`src/rtl/tqvp_sprite_engine_multi.sv`:
```
// TinyQV sprite peripheral: NUM_SPR 8x8 1bpp sprites over scaled XGA timing, config shadowed and committed at vsync.
// Define SPRITE_COLLISION_EN to build the collision mask, coll_flag and its interrupt term.
module tqvp_sprite_engine_multi #(
    parameter int NUM_SPR    = 4,
    parameter int SCALE_LOG2 = 2,
    parameter int H_ACTIVE   = 1024,
    parameter int H_FP       = 24,
    parameter int H_SYNC     = 136,
    parameter int H_BP       = 160,
    parameter int V_ACTIVE   = 768,
    parameter int V_FP       = 3,
    parameter int V_SYNC     = 6,
    parameter int V_BP       = 29
) (
    input  logic        clk,
    input  logic        rst_n,
    input  logic [7:0]  ui_in,
    output logic [7:0]  uo_out,
    input  logic [5:0]  address,
    input  logic [31:0] data_in,
    input  logic [1:0]  data_write_n,
    input  logic [1:0]  data_read_n,
    output logic [31:0] data_out,
    output logic        data_ready,
    output logic        user_interrupt
);
    localparam int H_TOTAL = H_ACTIVE + H_FP + H_SYNC + H_BP;
    localparam int V_TOTAL = V_ACTIVE + V_FP + V_SYNC + V_BP;
    localparam logic [10:0] H_LAST     = 11'(H_TOTAL - 1);
    localparam logic [9:0]  V_LAST     = 10'(V_TOTAL - 1);
    localparam logic [9:0]  V_COMMIT   = 10'(V_ACTIVE + V_FP);
    localparam logic [31:0] ATTR_MASK  = 32'h803F_FFFF;

    function automatic logic [31:0] size_mask(input logic [1:0] wn);
        logic [31:0] m;
        case (wn)
            2'b00:   m = 32'h0000_00FF;
            2'b01:   m = 32'h0000_FFFF;
            2'b10:   m = 32'hFFFF_FFFF;
            default: m = 32'h0000_0000;
        endcase
        return m;
    endfunction

    function automatic logic [31:0] merge(input logic [31:0] old, input logic [31:0] wdata,
                                          input logic [31:0] m);
        return (old & ~m) | (wdata & m);
    endfunction

    logic                 stream_en_r, vsync_irq_en_r, vsync_flag_r, commit_pending_r, vsync_d_r;
    logic [10:0]          h_cnt_r;
    logic [9:0]           v_cnt_r;
    logic [7:0]           uo_r;
    logic [31:0]          attr_sh_r [NUM_SPR];
    logic [31:0]          lo_sh_r   [NUM_SPR];
    logic [31:0]          hi_sh_r   [NUM_SPR];
    logic [22:0]          act_attr_r [NUM_SPR];
    logic [63:0]          act_bmp_r  [NUM_SPR];

    logic                 wr_s, sh_wr_s, commit_s, visible_s, vsync_set_s, vsync_clr_s;
    logic                 hs_s, vs_s, in_vblank_s, coll_flag_s, coll_irq_en_s, unused_s;
    logic [31:0]          wmask_s;
    logic [3:0]           word_s;
    logic [15:0]          wr_word_s;
    logic [31:0]          attr_nx_s [NUM_SPR];
    logic [31:0]          lo_nx_s   [NUM_SPR];
    logic [31:0]          hi_nx_s   [NUM_SPR];
    logic [8:0]           lx_s, ly_s;
    logic [8:0]           dx_s [NUM_SPR];
    logic [8:0]           dy_s [NUM_SPR];
    logic [NUM_SPR-1:0]   hit_s, coll_mask_s;
    logic [5:0]           rgb_s, pix_rgb_s;
    logic [31:0]          reg_word_s [16];

    assign wr_s        = (data_write_n != 2'b11);
    assign wmask_s     = size_mask(data_write_n);
    assign word_s      = address[5:2];
    assign wr_word_s   = wr_s ? (16'h0001 << word_s) : 16'h0000;
    assign commit_s    = !stream_en_r || ((h_cnt_r == 11'd0) && (v_cnt_r == V_COMMIT));
    assign visible_s   = (h_cnt_r < 11'(H_ACTIVE)) && (v_cnt_r < 10'(V_ACTIVE));
    assign hs_s        = (h_cnt_r >= 11'(H_ACTIVE + H_FP)) && (h_cnt_r < 11'(H_ACTIVE + H_FP + H_SYNC));
    assign vs_s        = (v_cnt_r >= 10'(V_ACTIVE + V_FP)) && (v_cnt_r < 10'(V_ACTIVE + V_FP + V_SYNC));
    assign in_vblank_s = (v_cnt_r >= 10'(V_ACTIVE));
    assign vsync_set_s = stream_en_r && uo_r[7] && !vsync_d_r;
    assign vsync_clr_s = wr_word_s[1] && data_in[0];
    assign unused_s    = ^{ui_in, data_read_n, address[1:0]};

    // Shadow next-state: size-masked merge of the addressed sprite word.
    always_comb begin
        sh_wr_s = 1'b0;
        for (int n = 0; n < NUM_SPR; n++) begin
            attr_nx_s[n] = wr_word_s[4+3*n] ? (merge(attr_sh_r[n], data_in, wmask_s) & ATTR_MASK)
                                            : attr_sh_r[n];
            lo_nx_s[n]   = wr_word_s[5+3*n] ? merge(lo_sh_r[n], data_in, wmask_s) : lo_sh_r[n];
            hi_nx_s[n]   = wr_word_s[6+3*n] ? merge(hi_sh_r[n], data_in, wmask_s) : hi_sh_r[n];
            sh_wr_s      = sh_wr_s | wr_word_s[4+3*n] | wr_word_s[5+3*n] | wr_word_s[6+3*n];
        end
    end

    // Shadow registers, active copy and commit_pending; a same-cycle write rides along with the commit.
    always_ff @(posedge clk or negedge rst_n) begin
        if (!rst_n) begin
            for (int n = 0; n < NUM_SPR; n++) begin
                attr_sh_r[n]  <= 32'h0000_0000;
                lo_sh_r[n]    <= 32'h0000_0000;
                hi_sh_r[n]    <= 32'h0000_0000;
                act_attr_r[n] <= 23'h00_0000;
                act_bmp_r[n]  <= 64'h0000_0000_0000_0000;
            end
            commit_pending_r <= 1'b0;
        end else begin
            for (int n = 0; n < NUM_SPR; n++) begin
                attr_sh_r[n] <= attr_nx_s[n];
                lo_sh_r[n]   <= lo_nx_s[n];
                hi_sh_r[n]   <= hi_nx_s[n];
                if (commit_s) begin
                    act_attr_r[n] <= {attr_nx_s[n][31], attr_nx_s[n][21:0]};
                    act_bmp_r[n]  <= {hi_nx_s[n], lo_nx_s[n]};
                end
            end
            commit_pending_r <= commit_s ? 1'b0 : (commit_pending_r | sh_wr_s);
        end
    end

    // Control bits and the vsync flag (a set event beats a simultaneous W1C).
    always_ff @(posedge clk or negedge rst_n) begin
        if (!rst_n) begin
            stream_en_r    <= 1'b0;
            vsync_irq_en_r <= 1'b0;
            vsync_flag_r   <= 1'b0;
        end else begin
            if (wr_word_s[0]) begin
                stream_en_r    <= data_in[0];
                vsync_irq_en_r <= data_in[1];
            end
            vsync_flag_r <= vsync_set_s | (vsync_flag_r & ~vsync_clr_s);
        end
    end

    // Beam counters; held at the origin while streaming is off so re-enable starts at (0,0).
    always_ff @(posedge clk or negedge rst_n) begin
        if (!rst_n) begin
            h_cnt_r <= 11'd0;
            v_cnt_r <= 10'd0;
        end else if (!stream_en_r) begin
            h_cnt_r <= 11'd0;
            v_cnt_r <= 10'd0;
        end else if (h_cnt_r == H_LAST) begin
            h_cnt_r <= 11'd0;
            v_cnt_r <= (v_cnt_r == V_LAST) ? 10'd0 : v_cnt_r + 10'd1;
        end else begin
            h_cnt_r <= h_cnt_r + 11'd1;
        end
    end

    // Sprite hit test in logical pixels; later (higher-index) sprites override earlier ones.
    always_comb begin
        lx_s  = 9'(h_cnt_r >> SCALE_LOG2);
        ly_s  = 9'(v_cnt_r >> SCALE_LOG2);
        rgb_s = 6'h00;
        hit_s = {NUM_SPR{1'b0}};
        for (int n = 0; n < NUM_SPR; n++) begin
            dx_s[n]  = lx_s - {1'b0, act_attr_r[n][7:0]};
            dy_s[n]  = ly_s - {1'b0, act_attr_r[n][15:8]};
            hit_s[n] = act_attr_r[n][22] && (dx_s[n] < 9'd8) && (dy_s[n] < 9'd8)
                       && act_bmp_r[n][{dy_s[n][2:0], dx_s[n][2:0]}];
            rgb_s    = hit_s[n] ? act_attr_r[n][21:16] : rgb_s;
        end
    end

    assign pix_rgb_s = visible_s ? rgb_s : 6'h00;

    // Registered video output and the delayed vsync used for edge detection.
    always_ff @(posedge clk or negedge rst_n) begin
        if (!rst_n) begin
            uo_r      <= 8'h00;
            vsync_d_r <= 1'b0;
        end else begin
            uo_r      <= stream_en_r ? {vs_s, hs_s, pix_rgb_s} : 8'h00;
            vsync_d_r <= uo_r[7];
        end
    end

`ifdef SPRITE_COLLISION_EN
    logic               coll_irq_en_r, coll_flag_r, coll_set_s, coll_clr_s;
    logic [NUM_SPR-1:0] coll_r;
    logic [2:0]         hit_cnt_s;

    // Count simultaneous hits on the current pixel.
    always_comb begin
        hit_cnt_s = 3'd0;
        for (int n = 0; n < NUM_SPR; n++) begin
            hit_cnt_s = hit_cnt_s + {2'b00, hit_s[n]};
        end
    end

    assign coll_set_s = stream_en_r && visible_s && (hit_cnt_s >= 3'd2);
    assign coll_clr_s = wr_word_s[1] && data_in[1];

    // Sticky collision mask and flag; clearing the flag also clears the mask.
    always_ff @(posedge clk or negedge rst_n) begin
        if (!rst_n) begin
            coll_irq_en_r <= 1'b0;
            coll_flag_r   <= 1'b0;
            coll_r        <= {NUM_SPR{1'b0}};
        end else begin
            if (wr_word_s[0]) begin
                coll_irq_en_r <= data_in[2];
            end
            coll_flag_r <= coll_set_s | (coll_flag_r & ~coll_clr_s);
            if (coll_set_s) begin
                coll_r <= coll_r | hit_s;
            end else if (coll_clr_s) begin
                coll_r <= {NUM_SPR{1'b0}};
            end
        end
    end

    assign coll_flag_s   = coll_flag_r;
    assign coll_irq_en_s = coll_irq_en_r;
    assign coll_mask_s   = coll_r;
`else
    assign coll_flag_s   = 1'b0;
    assign coll_irq_en_s = 1'b0;
    assign coll_mask_s   = {NUM_SPR{1'b0}};
`endif

    // Read map, indexed by word address; unmapped words read 0.
    always_comb begin
        for (int w = 0; w < 16; w++) begin
            reg_word_s[w] = 32'h0000_0000;
        end
        reg_word_s[0] = {29'h0, coll_irq_en_s, vsync_irq_en_r, stream_en_r};
        reg_word_s[1] = {28'h0, commit_pending_r, in_vblank_s, coll_flag_s, vsync_flag_r};
        reg_word_s[2] = 32'(coll_mask_s);
        for (int n = 0; n < NUM_SPR; n++) begin
            reg_word_s[4+3*n] = attr_sh_r[n];
            reg_word_s[5+3*n] = lo_sh_r[n];
            reg_word_s[6+3*n] = hi_sh_r[n];
        end
    end

    assign data_out       = reg_word_s[word_s];
    assign data_ready     = 1'b1;
    assign uo_out         = uo_r;
    assign user_interrupt = (vsync_flag_r & vsync_irq_en_r) | (coll_flag_s & coll_irq_en_s);
endmodule
```
`config.mk`:
```
export PLATFORM = sky130hd
export DESIGN_NAME = tqvp_sprite_engine_multi
export DESIGN_NICKNAME = d
export VERILOG_FILES = /design/src/rtl/tqvp_sprite_engine_multi.sv
export SDC_FILE = /design/constraint.sdc
export NUM_CORES = 1
export LEC_CHECK = 0
export CORE_MARGIN = 3
export CORE_UTILIZATION = 62
export DETAILED_ROUTE_END_ITERATION = 8
export PLACE_DENSITY = 0.8
export RECOVER_POWER = 100
export SLEW_MARGIN = 20
export SYNTH_ARGS = -nofsm -noshare
export SYNTH_HDL_FRONTEND = slang
export SYNTH_SLANG_ARGS = --single-unit
```
`constraint.sdc`:
```
create_clock -name clk -period 4.6 [get_ports clk]
set_input_delay 0.92 -clock clk [delete_from_list [all_inputs] [get_ports clk]]
set_output_delay 0.92 -clock clk [all_outputs]
set_load 0.01 [all_outputs]
```
==> metrics.csv, run 1 <==
metric,value,unit
status,finished with violations,
failing checks,"max-capacitance violations, max-slew violations",
PortBufs,80,
net count after synthesis,2722,
syn_area_per_cell,13.70,sq um
WL per Instance,28.58,um
CTS tree,yes,
Synth Register Bits,730,
largest net degree at the start of global routing,151,
Placed Cells incl. Taps,3391,
clock root cell,clkbuf_16,
Pins Over Slew Limit,409,
worst-skew pair later-pin latency,630,ps
Post-synth ARST share,100.0,%
leading area contributor after synthesis,dfrtp_1,
CTS max path bufs,3,
crit path launch type,input pin,
Hold Fails Final Rpt,0,
Via density,6.643,
WHS,450.7,ps
CP Class,input pin to output port,
Initial Utilization,62.81,%
CP required,3680,ps
Final TNS setup,0,ps
r2r setup slk,140,ps
most frequent cell after synthesis,dfrtp_1,
Hold Path Class,flop to flop,
clock slew at reported path FFs,60,ps
GRT Total Usage,34.45,%
"Seq/Total Area, Yosys",51.48,%
post-synthesis cell count,2591,
area post-placement,37600,sq um
width of the chip,245.2,um
DRC viols,0,
first-pass GRT wire length,153.7,mm
post-CTS setup buffer count,0,
top post-synthesis cells by count,"dfrtp_1, mux2_2, mux4_2",
Post-synth EDFFs,0,
Yosys Warn Count,0,
actual slew at the worst max-slew pin,2262,ps
pwr/cell area,611.7,nW/um^2
I/O pins,94,
vias in the first global route,24750,
fin util,70.50,%
Num CTS Buffers,75,
distinct cell type count after synthesis,76,
Placer Congestion,1.001,
CTS sink count,730,
CTS hold repair buffers,0,
FP Rows,87,
"top cells by area, synth","dfrtp_1, mux2_2, mux4_2",
CTS H-tree depth,3,
"Cell Count, Final, Fillers Out",3527,
period utilisation layout,97.75,%
Leak Pwr,18.01,nW
DP HPWL,72.15,mm
Routed Wire Length,100.8,mm
synthesis-to-finish area growth,12.25,%
Final Skew,26.01,ps
Max Clock Freq,222.4,MHz
post-synthesis instance area,35480,sq um
Crit Path Max Fanout,37,
max_cap viols,7,
initial antenna violation count,9,
GRT Residual Overflow,0,
Core Region,56500,sq um
CTS resizes,0,
Peak VDD IR,0.3534,mV
Final setup viols,0,
top cell type's share of synthesized area,51.48,%
Antenna Nets Post-Route,0,
CP Data Arrival Time,3580,ps
TritonRoute pass-1 iters,7,
die height,245.2,um
min Tclk post-route,4497,ps
final net count,2844,
initial drt markers,2237,
RSZ-0062 raised after global routing,no,
post-route cell area,39830,sq um
Die Area,60140,sq um
"Primary FF master, synth",dfrtp_1,
Slew Limit Headroom,-50.81,%
share of layout cells above drive strength 1,29.07,%
vias post-DR,23430,
endpoint kind of the worst setup timing path,output port,
## metal layers
layer / part of all wire (%) / vias up / global-route usage, %
li1: - / 9816 / -
met1: 38 / 12220 / 44.77
met2: 47 / 1088 / 54.23
met3: 8.8 / 302 / 7.964
met4: 6.3 / 4 / 18.81
met5: 0.029 / - / 0
## through the flow
step	setup WS, ps	total power, mW
2_1_floorplan	592.3	14.76
3_3_place_gp	280.0	17.76
3_5_place_dp	224.3	18.14
4_1_cts	211.1	24.45
5_1_grt	6.062	25.36
6_report	103.4	24.36
## worst paths after layout
check,startpoint,end,cells past startpoint
worst min register to register,vsync_d_r,vsync_flag_r,1
worst max register to register,h_cnt_r[2],uo_out[5],13
min in group asynchronous,rst_n,hi_sh_r[106],1
worst max-delay path,address[2],data_out[23],8
max in group asynchronous,rst_n,lo_sh_r[58],3
worst min-delay path,vsync_d_r,vsync_flag_r,1
## state kept, by name, summed over array words and instances (netlist names)
register	flops
h_cnt_r	11
vsync_irq_en_r	1
attr_sh_r	92
commit_pending_r	1
act_bmp_r	256
hi_sh_r	128
lo_sh_r	128
act_attr_r	92
vsync_d_r	1
uo_out	8
stream_en_r	1
v_cnt_r	10
vsync_flag_r	1
## logic make-up after synthesis
group | count (synthesis) | share of synthesized area, %
AND/OR/NAND/NOR | 389 | 5.314
buffers and inverters | 229 | 2.606
AO/OA/AOI/OAI | 257 | 4.856
other | 1 | 0.01057
multiplexers | 875 | 31.97
XOR/XNOR | 31 | 0.8075
adder cells (fa/ha/maj) | 79 | 2.955
flip-flops | 730 | 51.48
## where the power goes
group	internal (mW)	switching, mW	total (mW)
combinational	4.10	4.61	8.71
sequential	8.28	1.11	9.39
clock	3.71	2.56	6.26
total	16.1	8.28	24.4
## placed cells by master (no fill, tap or decap), types with 55 or more instances in the layout
| cell type | n |
|---|---|
| dfrtp_1 | 730 |
| clkbuf_1 | 57 |
| nor2_1 | 90 |
| o21ai_0 | 62 |
| nand2_1 | 119 |
| mux4_2 | 134 |
| ha_1 | 71 |
| clkdlybuf4s50_1 | 55 |
| mux2_2 | 473 |
| clkbuf_16 | 77 |
| mux2_1 | 241 |
| inv_1 | 84 |
## layout make-up
class / instances / area [sq um]
timing repair buffer: 189 / 1489
inverter: 85 / 319.1
clock inverter: 24 / 335.3
clock buffer: 106 / 2186
antenna: 5 / 12.51
fill: 3721 / 16660
tap: 756 / 945.9
sequential: 730 / 18270
multi-input combinational: 1632 / 16280
## critical path, stage by stage
cell	delay (ps)
buf_6	430
buf_12	270
nor2b_1	480
clkbuf_2	340
a221oi_1	120
a21oi_1	210
a22o_1	160
dlygate4sd3_1	630
Power figures use the tool's default switching activity.
==> run 2: changes to the inputs <==
Settings changed: PLACE_DENSITY 0.8 to 0.9.
==> run 2 against run 1 <==
Effect of this change:
- sequential power is 1% higher
- first-iteration DRC count increased by 4.8%
- cell count decreased by 0.40%
- the run ends with max-capacitance violations, max-slew violations, negative setup slack left
- critical path depth is 3 lower
- sequential share of layout area up 0.11 points
- register-to-register slack lost 80 ps
- count of clock-buffer cells in the layout up 3
- clock power is 1% lower
- via count rose by 2.5%
- core utilization down 0.17 points
==> metrics.csv, run 2 (same netlist as run 1, synthesis figures left out) <==
metric,value,unit,change
status,finished with violations,,
failing checks,"max-capacitance violations, max-slew violations, negative setup slack",,
period utilisation layout,101.6,%,+3.9 points
Peak VDD IR,0.4166,mV,+18%
Die Area,60140,sq um,unchanged
largest net degree at the start of global routing,130,,-14%
Reg2Reg Depth,16,,+3
GRT Residual Overflow,0,,unchanged
Antenna Nets Post-Route,0,,unchanged
Crit Path Max Fanout,19,,-49%
CTS resizes,0,,unchanged
worst-path cell chain,"buf_2, clkbuf_1, nand2_1, o211ai_1, dlygate4sd3_1",,
DRC viols,0,,unchanged
crit path launch type,input pin,,
clock root cell,clkbuf_16,,
HP Start,vsync_d_r,,
initial antenna violation count,11,,+2
WL per Instance,30.10,um,+5.3%
Routed Wire Length,105.7,mm,+4.9%
TritonRoute pass-1 iters,5,,-2
final worst slack,-75.37,ps,-178.8 ps
RSZ-0062 raised after global routing,no,,
share of layout cells above drive strength 1,28.42,%,-0.65 points
synthesis-to-finish area growth,11.98,%,
Final setup viols,7,,+7
actual slew at the worst max-slew pin,2499,ps,+237.3 ps
Num CTS Buffers,74,,-1.3%
initial drt markers,2344,,+4.8%
FILL cells,3458,,-7.1%
most frequent cells in the layout,"dfrtp_1, mux2_2, mux2_1, mux4_2, nand2_1",,
CTS tree,yes,,
CTS max path bufs,3,,unchanged
post-CTS setup buffer count,0,,unchanged
Critical Path Slowest Stage Cell,clkbuf_1,,
Max Clock Freq,213.9,MHz,-3.8%
die height,245.2,um,unchanged
CTS sink count,730,,unchanged
Hold Fails Final Rpt,0,,unchanged
Top reg by flops,act_bmp_r,,
Slew Limit Headroom,-66.63,%,-16 points
min Tclk post-route,4675,ps,+178.8 ps
CTS H-tree depth,3,,unchanged
DP HPWL,71.82,mm,-0.47%
WHS,465.4,ps,+14.79 ps
worst-skew pair later-pin latency,640,ps,about the same
Placer Congestion,0.9516,,-5.0%
Leak Pwr,17.96,nW,-0.24%
largest registers in the final layout,"act_bmp_r: 256 flops, hi_sh_r: 128 flops, lo_sh_r: 128 flops",,
GRT Total Usage,35.76,%,+1.3 points
endpoint kind of the worst setup timing path,output port,,
max incr delay on CP,820,ps,+190 ps
clock slew at reported path FFs,60,ps,about the same
WP buf/inv,3,,-1
width of the chip,245.2,um,unchanged
pwr/cell area,620.9,nW/um^2,+1.5%
CTS hold repair buffers,0,,unchanged
crit-path leading delay family,buffers and inverters,,
Pins Over Slew Limit,839,,+110%
fin util,70.33,%,-0.17 points
max_cap viols,11,,+4
r2r setup slk,60,ps,-80 ps
worst reg2reg path startpoint,h_cnt_r[2],,
CP Data Arrival Time,3760,ps,+180 ps
max reg flops,256,,unchanged
PortBufs,80,,unchanged
Hold Path Sink,vsync_flag_r,,
FP Rows,87,,unchanged
final net count,2831,,-0.46%
vias in the first global route,25500,,+3.0%
Final TNS setup,-229.3,ps,-229.3 ps
hold path depth,1,,unchanged
CP required,3680,ps,about the same
Final Skew,24.51,ps,-1.501 ps
Initial Utilization,62.81,%,unchanged
"most common cell after layout, fill and taps aside",dfrtp_1,,
I/O pins,94,,unchanged
Crit path depth,5,,-3
DP Worst Slack,156.6,ps,-67.71 ps
Hold Path Class,flop to flop,,
Via density,6.839,,+2.9%
reg2reg end,uo_out[4],,
first-pass GRT wire length,159.2,mm,+3.6%
vias post-DR,24020,,+2.5%
CP Class,input pin to output port,,
Core Region,56500,sq um,unchanged
run 2: cell count changes in the layout (fill, tap and decap cells not counted), moves of 4 or more:
cell / previous run / this run
buf_12: 4 / 8
buf_4: 46 / 35
clkbuf_8: 15 / 19
mux2_1: 241 / 255
mux2_2: 473 / 459
run 2: worst max-delay path by stage:
stage	start	endpoint
after floorplan	address[2]	data_out[0]
after global routing	address[2]	data_out[9]
after detailed placement	h_cnt_r[2]	uo_out[5]
after global placement	h_cnt_r[2]	uo_out[0]
after CTS	h_cnt_r[2]	uo_out[3]
final	address[4]	data_out[30]
run 2: metal layers:
layer / up-vias / global-route usage, % / wire length (um)
met4: 12 / 22.99 / 8392
met5: - / 0 / 69
li1: 9751 / - / -
met2: 1448 / 56.36 / 49190
met3: 484 / 9.482 / 10910
met1: 12330 / 44.06 / 37180
run 2: area by class of cell:
type,count,area [sq um],share of cell area [%]
clock inverters,19,269.0,0.6770
flip-flops and latches,730,18270,45.97
multi-input cells,1632,16280,40.98
clock buffers,109,2195,5.523
repair buffers,177,1443,3.631
diodes,5,12.51,0.03149
well taps,756,945.9,2.381
inverters,85,319.1,0.8029
run 2: report_power, final:
part | total (mW) | internal, mW | switching [mW]
clock network | 6.19 | 3.60 | 2.59
registers | 9.50 | 8.28 | 1.21
logic | 8.98 | 4.14 | 4.84
total | 24.7 | 16.0 | 8.65
run 2: per-stage QoR:
stage               instance area (sq um)  power (mW)  cells
floorplan                           35480       14.76   2591
global placement                    37570       17.72   3380
detailed placement                  37570       18.26   3380
CTS                                 40030       24.54   3508
global route                        39730       25.49   3509
finish                              39740       24.67   3513
==> run 3: changes to the inputs <==
Settings changed: CAP_MARGIN set to 10, CORE_MARGIN 3 to 1.
==> run 3 against run 2 <==
Effect of this change:
- the flow finishes with violations (max-capacitance violations, max-slew violations)
- cell count is 0.48% higher
- maximum frequency increased by 2.2%
- sequential share of layout area fell by 0.15 points
- critical endpoint is now uo_out[0]
- largest cell class unchanged
==> metrics.csv, run 3 (same netlist as run 1, synthesis figures left out) <==
metric,value,unit,change
status,finished with violations,,
failing checks,"max-capacitance violations, max-slew violations",,
Top reg by flops,act_bmp_r,,
initial drt markers,2484,,+6.0%
DP HPWL,72.36,mm,+0.76%
global routing's busiest layer,met2,,
Die Area,58190,sq um,-3.2%
"most common cell after layout, fill and taps aside",dfrtp_1,,
Peak VDD IR,0.3990,mV,-4.2%
Leak Pwr,18.03,nW,+0.39%
initial antenna violation count,18,,+7
Placer Congestion,1.007,,+5.9%
actual slew at the worst max-slew pin,2992,ps,+492.8 ps
clock root cell,clkbuf_16,,
clock network power share,25.4,%,+0.3 points
met3 Usage GRT,12.18,%,+2.7 points
CTS max path bufs,3,,unchanged
CTS hold repair buffers,0,,unchanged
final net count,2838,,+0.25%
Placed Cells incl. Taps,3386,,+0.18%
GRT met1 Usage,45.95,%,+1.9 points
CP Data Arrival Time,5160,ps,+1400 ps
Crit Path Max Fanout,12,,-7
Pins Over Slew Limit,204,,-76%
internal power,15.97,mW,-0.36%
Hold Fails Final Rpt,0,,unchanged
storage element area,18270,sq um,unchanged
area of the multi-input gates,16280,sq um,unchanged
first-pass GRT wire length,160.2,mm,+0.67%
Max Clock Freq,218.6,MHz,+2.2%
Via density,6.825,,-0.20%
period utilisation layout,99.44,%,-2.2 points
"Power, Total",24.79,mW,+0.47%
Final TNS setup,0,ps,+229.3 ps
largest net degree at the start of global routing,110,,-15%
PortBufs,80,,unchanged
synthesis-to-finish area growth,12.34,%,
CP required,5180,ps,+1500 ps
max_cap viols,4,,-7
Comb pwr share,36.3,%,about the same
GRT Total Usage,37.95,%,+2.2 points
Antenna Nets Post-Route,0,,unchanged
"Cell Count, Final, Fillers Out",3530,,+0.48%
Core Region,56500,sq um,unchanged
min Tclk post-route,4574,ps,-101.0 ps
WHS,437.5,ps,-27.97 ps
met2 global-route usage,57.86,%,+1.5 points
Num CTS Buffers,75,,+1.4%
CTS H-tree depth,3,,unchanged
RSZ-0062 raised after global routing,no,,
worst-skew pair later-pin latency,650,ps,about the same
most frequent cells in the layout,"dfrtp_1, mux2_2, mux2_1, mux4_2, nand2_1",,
Initial Utilization,62.81,%,unchanged
post-CTS setup buffer count,0,,unchanged
clock slew at reported path FFs,70,ps,about the same
die height,241.2,um,-1.6%
width of the chip,241.2,um,-1.6%
Hold Path Class,flop to flop,,
CTS tree,yes,,
vias in the first global route,25510,,+0.020%
FP Rows,87,,unchanged
GRT Residual Overflow,0,,unchanged
FILL cells,3483,,+0.72%
vias post-DR,24090,,+0.28%
P_sw,8.820,mW,+2.0%
I/O pins,94,,unchanged
Final setup viols,0,,-7
largest registers in the final layout,"act_bmp_r: 256 flops, hi_sh_r: 128 flops, lo_sh_r: 128 flops",,
TritonRoute pass-1 iters,8,,+3
Final Skew,37.63,ps,+13.12 ps
Net Sw Frac,35.59,%,+0.54 points
pwr/cell area,621.7,nW/um^2,+0.14%
WL per Instance,30.14,um,+0.14%
max reg flops,256,,unchanged
CTS resizes,0,,unchanged
part of the power in registers,38.3,%,-0.2 points
Slew Limit Headroom,-99.48,%,-33 points
CTS sink count,730,,unchanged
endpoint kind of the worst setup timing path,flop,,
DRC viols,0,,unchanged
Routed Wire Length,106.4,mm,+0.63%
share of layout cells above drive strength 1,28.79,%,+0.38 points
CP Class,flop to flop,,
crit path launch type,flop,,
## run 3: cell types whose count changed in the layout (fill, tap and decap cells not counted), moves of 3 or more
cell | previous run | this run
clkbuf_8 | 19 | 16
dlygate4sd3_1 | 23 | 26
buf_4 | 35 | 41
clkdlybuf4s50_1 | 52 | 49
mux2_2 | 459 | 456
clkinvlp_4 | 0 | 4
clkinv_8 | 0 | 4
clkinv_4 | 1 | 4
clkinv_2 | 7 | 15
clkbuf_1 | 54 | 51
mux2_1 | 255 | 258
## run 3: stage by stage
stage / setup WS (ps) / area [sq um] / utilization, %
2_1_floorplan: 592.3 / 35480 / -
3_5_place_dp: 318.0 / 37590 / 66.54
5_1_grt: 47.25 / 39850 / 70.54
6_report: 25.64 / 39860 / 70.56
4_1_cts: 277.5 / 40130 / 71.04
3_3_place_gp: 375.6 / 37590 / 66.54
## run 3: cell type report
type                    count  area share [%]
diodes                      6         0.03766
clock buffers             103           5.373
clock inverters            35           1.011
inverters                  85          0.8004
multi-input cells        1632           40.85
flip-flops and latches    730           45.82
well taps                 756           2.373
repair buffers            183           3.732
## run 3: critical path: stages, from the launching register on
cell,delay (ps)
dfrtp_1,450
inv_1,170
ha_1,270
fa_1,530
clkbuf_4,410
mux4_2,330
mux2i_1,150
mux2i_1,490
nor3b_1,110
nor3_1,200
nand4_1,520
nor3_1,380
a21oi_1,120
o21ai_1,200
a22o_1,140
## run 3: path summary, 6_finish.rpt
check	from	end	slack [ps]	cells after the start
max	h_cnt_r[2]	uo_out[0]	30	14
min	vsync_d_r	vsync_flag_r	440	1
max reg2reg	h_cnt_r[2]	uo_out[0]	30	14
min reg2reg	vsync_d_r	vsync_flag_r	440	1
max in group asynchronous	rst_n	act_bmp_r[135]	660	2
min in group asynchronous	rst_n	lo_sh_r[107]	1250	1
## run 3: routing by layer
metal	up-vias	wire length, um
met1	12320	37700
met4	12	8908
met3	500	11280
met5	-	83
met2	1471	48430
li1	9787	-
## run 3: power groups by stage
stage	combinational, mW	clock (mW)	sequential (mW)
floorplan	5.78	0	8.98
global placement	8.40	0	9.32
detailed placement	8.72	0	9.49
CTS	8.85	6.31	9.46
global route	9.30	6.58	9.67
finish	8.99	6.30	9.50
